[src/rtl/lcd_rx_decoder_if.sv]
// LCD parallel bus as seen by the receiver: strobe, register select, read/write
// and the upper data nibble D7..D4.
interface lcd_rx_decoder_if;
  logic       lcd_e;
  logic       lcd_rs;
  logic       lcd_rw;
  logic [3:0] lcd_d;

  modport master (output lcd_e, lcd_rs, lcd_rw, lcd_d);
  modport slave  (input  lcd_e, lcd_rs, lcd_rw, lcd_d);
endinterface

[src/rtl/lcd_rx_decoder.sv]
// HD44780-style bus receiver: synchronizes the LCD bus, pairs nibbles in 4-bit mode,
// decodes commands and maintains a 128-byte DDRAM shadow with a registered read port.
module lcd_rx_decoder #(
  parameter int         SYNC_STAGES = 2,
  parameter logic [7:0] CLEAR_CHAR  = 8'h20
) (
  input  logic              CLK,
  input  logic              rst_p,
  lcd_rx_decoder_if.slave   bus,
  input  logic [6:0]        rd_addr,
  output logic [7:0]        rd_data,
  output logic              char_valid,
  output logic [7:0]        char_data,
  output logic [6:0]        char_addr,
  output logic              cmd_valid,
  output logic [7:0]        cmd_data,
  output logic              mode_4bit,
  output logic              busy,
  output logic              err_overrun
);

  localparam logic [1:0] INIT8 = 2'd0;
  localparam logic [1:0] HI    = 2'd1;
  localparam logic [1:0] LO    = 2'd2;
  localparam logic [1:0] CLR   = 2'd3;

  // Bus packed as {e, rs, rw, d[3:0]} so all lines share one synchronizer chain.
  logic [6:0] bus_in;
  logic [6:0] sync_reg [SYNC_STAGES];
  logic [6:0] sync_out;
  logic       e_prev_reg;
  logic       strobe;

  assign bus_in   = {bus.lcd_e, bus.lcd_rs, bus.lcd_rw, bus.lcd_d};
  assign sync_out = sync_reg[SYNC_STAGES-1];
  // Read cycles are not strobes at all.
  assign strobe   = e_prev_reg & ~sync_out[6] & ~sync_out[4];

  always_ff @(posedge CLK) begin
    if (rst_p) begin
      for (int i = 0; i < SYNC_STAGES; i++) sync_reg[i] <= '0;
    end else begin
      sync_reg[0] <= bus_in;
      for (int i = 1; i < SYNC_STAGES; i++) sync_reg[i] <= sync_reg[i-1];
    end
  end

  logic [1:0] state_reg;
  logic [6:0] addr_reg;
  logic       id_reg;
  logic       mode_reg;
  logic       busy_reg;
  logic       err_reg;
  logic [3:0] hi_nib_reg;
  logic       hi_rs_reg;
  logic [6:0] clr_cnt_reg;
  logic       char_valid_reg;
  logic [7:0] char_data_reg;
  logic [6:0] char_addr_reg;
  logic       cmd_valid_reg;
  logic [7:0] cmd_data_reg;
  logic [7:0] byte_val;

  assign byte_val = {hi_nib_reg, sync_out[3:0]};

  logic [7:0] mem [128];
  logic       wr_en;
  logic [6:0] wr_addr;
  logic [7:0] wr_data;

  always_comb begin
    wr_en   = 1'b0;
    wr_addr = addr_reg;
    wr_data = byte_val;
    if (state_reg == LO && strobe && hi_rs_reg) begin
      wr_en = 1'b1;
    end else if (state_reg == CLR && busy_reg) begin
      wr_en   = 1'b1;
      wr_addr = clr_cnt_reg;
      wr_data = CLEAR_CHAR;
    end
    if (rst_p) wr_en = 1'b0;
  end

  always_ff @(posedge CLK) begin
    if (wr_en) mem[wr_addr] <= wr_data;
    rd_data <= mem[rd_addr];
  end

  always_ff @(posedge CLK) begin
    if (rst_p) begin
      e_prev_reg     <= 1'b0;
      state_reg      <= INIT8;
      addr_reg       <= '0;
      id_reg         <= 1'b1;
      mode_reg       <= 1'b0;
      busy_reg       <= 1'b0;
      err_reg        <= 1'b0;
      hi_nib_reg     <= '0;
      hi_rs_reg      <= 1'b0;
      clr_cnt_reg    <= '0;
      char_valid_reg <= 1'b0;
      char_data_reg  <= '0;
      char_addr_reg  <= '0;
      cmd_valid_reg  <= 1'b0;
      cmd_data_reg   <= '0;
    end else begin
      e_prev_reg     <= sync_out[6];
      char_valid_reg <= 1'b0;
      cmd_valid_reg  <= 1'b0;
      case (state_reg)
        INIT8: begin
          if (strobe && !sync_out[5] && sync_out[3:0] == 4'h2) begin
            state_reg <= HI;
            mode_reg  <= 1'b1;
          end
        end
        HI: begin
          if (strobe) begin
            hi_nib_reg <= sync_out[3:0];
            hi_rs_reg  <= sync_out[5];
            state_reg  <= LO;
          end
        end
        LO: begin
          if (strobe) begin
            state_reg <= HI;
            if (hi_rs_reg) begin
              char_valid_reg <= 1'b1;
              char_data_reg  <= byte_val;
              char_addr_reg  <= addr_reg;
              addr_reg       <= id_reg ? addr_reg + 7'd1 : addr_reg - 7'd1;
            end else begin
              cmd_valid_reg <= 1'b1;
              cmd_data_reg  <= byte_val;
              // Highest set bit selects the command.
              casez (byte_val)
                8'b1???_????: addr_reg <= byte_val[6:0];
                8'b01??_????: ;
                8'b001?_????: begin
                  if (byte_val[4]) begin
                    state_reg <= INIT8;
                    mode_reg  <= 1'b0;
                  end
                end
                8'b0001_????: ;
                8'b0000_1???: ;
                8'b0000_01??: id_reg    <= byte_val[1];
                8'b0000_001?: addr_reg  <= '0;
                8'b0000_0001: state_reg <= CLR;
                default: ;
              endcase
            end
          end
        end
        CLR: begin
          if (strobe) err_reg <= 1'b1;
          // One idle cycle before the fill keeps busy off the cmd_valid cycle.
          if (!busy_reg) begin
            busy_reg    <= 1'b1;
            clr_cnt_reg <= '0;
          end else begin
            clr_cnt_reg <= clr_cnt_reg + 7'd1;
            if (clr_cnt_reg == 7'h7F) begin
              busy_reg  <= 1'b0;
              addr_reg  <= '0;
              id_reg    <= 1'b1;
              state_reg <= HI;
            end
          end
        end
        default: state_reg <= INIT8;
      endcase
    end
  end

  assign char_valid  = char_valid_reg;
  assign char_data   = char_data_reg;
  assign char_addr   = char_addr_reg;
  assign cmd_valid   = cmd_valid_reg;
  assign cmd_data    = cmd_data_reg;
  assign mode_4bit   = mode_reg;
  assign busy        = busy_reg;
  assign err_overrun = err_reg;

endmodule

[src/flat_wrapper.sv]
// flat-port wrapper written by rule: the top's interface ports become plain ports
module lcd_rx_decoder_flat 
#(
  parameter int         SYNC_STAGES = 2,
  parameter logic [7:0] CLEAR_CHAR  = 8'h20
)
  (CLK, rst_p, rd_addr, rd_data, char_valid, char_data, char_addr, cmd_valid, cmd_data, mode_4bit, busy, err_overrun, bus_lcd_e, bus_lcd_rs, bus_lcd_rw, bus_lcd_d);
  lcd_rx_decoder_if bus_i ();
  input  logic CLK;
  input  logic rst_p;
  input  logic [6:0] rd_addr;
  output logic [7:0] rd_data;
  output logic char_valid;
  output logic [7:0] char_data;
  output logic [6:0] char_addr;
  output logic cmd_valid;
  output logic [7:0] cmd_data;
  output logic mode_4bit;
  output logic busy;
  output logic err_overrun;
  input wire logic [$bits(bus_i.lcd_e)-1:0] bus_lcd_e;
  input wire logic [$bits(bus_i.lcd_rs)-1:0] bus_lcd_rs;
  input wire logic [$bits(bus_i.lcd_rw)-1:0] bus_lcd_rw;
  input wire logic [$bits(bus_i.lcd_d)-1:0] bus_lcd_d;
  assign bus_i.lcd_e = bus_lcd_e;
  assign bus_i.lcd_rs = bus_lcd_rs;
  assign bus_i.lcd_rw = bus_lcd_rw;
  assign bus_i.lcd_d = bus_lcd_d;
  lcd_rx_decoder #(.SYNC_STAGES(SYNC_STAGES), .CLEAR_CHAR(CLEAR_CHAR)) u_core (.CLK(CLK), .rst_p(rst_p), .bus(bus_i), .rd_addr(rd_addr), .rd_data(rd_data), .char_valid(char_valid), .char_data(char_data), .char_addr(char_addr), .cmd_valid(cmd_valid), .cmd_data(cmd_data), .mode_4bit(mode_4bit), .busy(busy), .err_overrun(err_overrun));
endmodule
[config.mk]
export PLATFORM = sky130hd
export DESIGN_NAME = lcd_rx_decoder_flat
export DESIGN_NICKNAME = d
export VERILOG_FILES = /design/src/rtl/lcd_rx_decoder_if.sv /design/src/rtl/lcd_rx_decoder.sv /design/src/flat_wrapper.sv
export SDC_FILE = /design/constraint.sdc
export NUM_CORES = 1
export LEC_CHECK = 0
export CAP_MARGIN = 20
export CORE_MARGIN = 2
export CORE_UTILIZATION = 30
export CTS_CLUSTER_DIAMETER = 80
export DETAILED_ROUTE_END_ITERATION = 12
export GPL_ROUTABILITY_DRIVEN = 0
export HOLD_SLACK_MARGIN = 0.12
export SLEW_MARGIN = 20
export SYNTH_ARGS = -nofsm -noshare
export SYNTH_HDL_FRONTEND = slang
export SYNTH_SLANG_ARGS = --single-unit
[constraint.sdc]
create_clock -name CLK -period 5.44 [get_ports CLK]
set_clock_uncertainty 0.2 [all_clocks]
set_input_delay 1.088 -clock CLK [delete_from_list [all_inputs] [get_ports CLK]]
set_output_delay 1.088 -clock CLK [all_outputs]
set_load 0.1 [all_outputs]
==> metrics <==
Yosys top cell by area edfxtp_1; Setup Viol. Count Final 0; largest net degree at the start of global routing 129; P&R area growth vs syn 15.09%; Placement Cell Area 0.04575 mm2; cts hold-fix bufs 0; register area share after synthesis 75.40%; final core utilization 34.77%; DIE AREA 0.1454 mm2; post-synthesis cell area 0.04272 mm2; filler cell count 13166; Critical Path RT 5.58 ns; maximum number of buffers from clock root to sink 3; DRT iter0 DRCs 1884; max reg flops 1024; Logic pwr share 4.0%; CORE AREA 0.1414 mm2; DIE WIDTH 381.4 um; vias in the first global route 21987; Hold/Removal Path Class reg2reg; initial antenna violation count 4; outcome completed; Leak 15.52 nW; part of the power in registers 53.9%; H-tree depth 3; synthesized instance count 2316; post-route ant nets 0; Post-synth EDFFs 1024; Switching Share 21.27%; P_int 13.42 mW; CP Data Arrival Time 4.11 ns; dominant cells by area after synthesis edfxtp_1 72%, mux4_2 10%, dfxtp_1 3.4%, mux2i_1 3.1%, nor2_1 1.5%; Setup crit end kind register; Clk pwr share 42.1%; vias after detailed routing 21650; initial core utilization 30.21%; n_diodes 0; Worst-path clk slew 0.06 ns; latest clock arrival within the worst-skew pair 0.69 ns; highest clock rate 0.2521 GHz; CTS tree yes; Die Ht 381.4 um; num ports 52; Site Rows 138; routed vias/inst 4.918; Detailed Place HPWL 60.16 mm; Final Hold Viols 0; Worst Setup Path Type reg2reg; layout cell share with drive strength beyond 1 18.59%; Post-synth top flop edfxtp_1; average wire per cell in the routed design 22.68 um; post-route cell area 0.04916 mm2; CTS root buf clkbuf_16; sw power 3.625 mW; first-pass GRT wire length 147.4 mm; Ys Warns 0; postcts setup bufs 0; Overall Global Routing Usage 13.55%; Final Max Tran Viols 0; Max VDD drop 0.0002363 V; grt total ovfl 0; drt drc 0; Mean Syn Cell Area 18.44 um2; DRT Wirelength 99.86 mm; DRT Pass-1 Iters 5; most common cell after layout, fill and taps aside edfxtp_1; minimum clock period 3.967 ns; critical-path maximum fanout 21; Num CTS Buffers 105; Unique masters post-synth 61; RSZ-0062 raised after global routing false; Post-Syn Nets 2343; clk sink count 1097; Nets 2453; CP Launch Type register; worst-margin pin slew 1.077 ns; FFs w/ async S/R, synth 0%; max cap viols 0; Port Buffers 51; Tcrit/Tclk final 72.93%; slew margin rel. 28.22%; flop and latch count out of synthesis 1097; commonest non-fill, non-tap cells in the layout 1024 x edfxtp_1, 192 x mux4_2, 168 x nor2_1; Final TNS setup 0 ns; # resized after CTS 0; PD cells 346.6 mW/mm2; share of the synthesized area in the top cell type 71.98%
worst max-delay path: stages, from the launching register on:
cell	delay [ns]
dfxtp_1	0.33
inv_1	0.11
ha_1	0.32
nand2_1	0.16
o21ai_2	0.73
nand3_1	0.24
o21ai_2	0.14
nand2_2	0.51
nor2_1	0.89
logic make-up after synthesis:
kind of cell,after synthesis,synth area share (%)
xor gates and xnor gates,6,0.1230
adders and majority gates,11,0.3398
muxes,325,13.24
DFF,1097,75.40
buffers and inverters,138,1.593
AOI/OAI and AO/OA,276,4.446
and+or+nand+nor,463,4.856
routing by layer:
layer / global-route usage [%] / up-vias / part of all wire [%]
met4: 3.601 / 6 / 2.3
met5: 0 / - / 0.032
met2: 21.11 / 675 / 46
li1: - / 9550 / -
met1: 18.75 / 11257 / 44
met3: 3.580 / 162 / 7.5
through the flow:
| stage | worst slack, ns | hold slack [ns] | power (mW) | cells |
|---|---|---|---|---|
| floorplan | 0.3742 | 0.2138 | 9.813 | 2316 |
| global placement | 1.465 | 0.2220 | 10.05 | 4208 |
| global route | 1.229 | 0.2541 | 17.58 | 4402 |
| finish | 1.473 | 0.2338 | 17.04 | 4402 |
| CTS | 1.489 | 0.2369 | 17.21 | 4401 |
| detailed placement | 1.389 | 0.2218 | 10.05 | 4208 |
power groups by stage:
stage,Sequential (mW),Clock [mW],Combinational [mW]
global placement,9.36,0,0.690
detailed placement,9.36,0,0.694
finish,9.18,7.18,0.685
CTS,9.18,7.34,0.696
floorplan,9.41,0,0.400
global route,9.18,7.67,0.727
synthesized netlist by cell type (5+ instances only):
library cell,count
and2_1,9
nor3_1,18
buf_4,22
nor2_1,170
or3_1,7
nand2_2,6
inv_1,10
dfxtp_1,73
nand2b_1,10
o21ai_2,5
o21ai_0,15
clkbuf_1,53
nor4_1,8
a22oi_1,64
a211oi_1,63
nand3b_1,8
edfxtp_1,1024
nand3_1,30
nor2b_1,19
mux2i_1,133
buf_2,45
nand2_1,160
mux4_2,192
o22ai_1,56
ha_1,10
a21oi_1,44
cell type report:
class                   instances  area [um2]  share of cell area (%)
multi-input cells            1081        9873                   20.08
flip-flops and latches       1097       32210                   65.52
repair buffers                131        1286                   2.616
inverters                      10       37.54                 0.07635
clock buffers                 130        2733                   5.558
well taps                    1890        2365                   4.810
clock inverters                63       659.4                   1.341
path summary, 6_finish.rpt:
kind,cells after the start,from,end,slack (ns)
worst max-delay path,8,u_core.state_reg[0],u_core.mem[109][3],1.47
worst min-delay path,1,u_core.sync_reg[0][3],u_core.sync_reg[0][10],0.23
worst max register to register,8,u_core.state_reg[0],u_core.mem[109][3],1.47
worst min register to register,1,u_core.sync_reg[0][3],u_core.sync_reg[0][10],0.23
(Power assumes the default switching activity.)
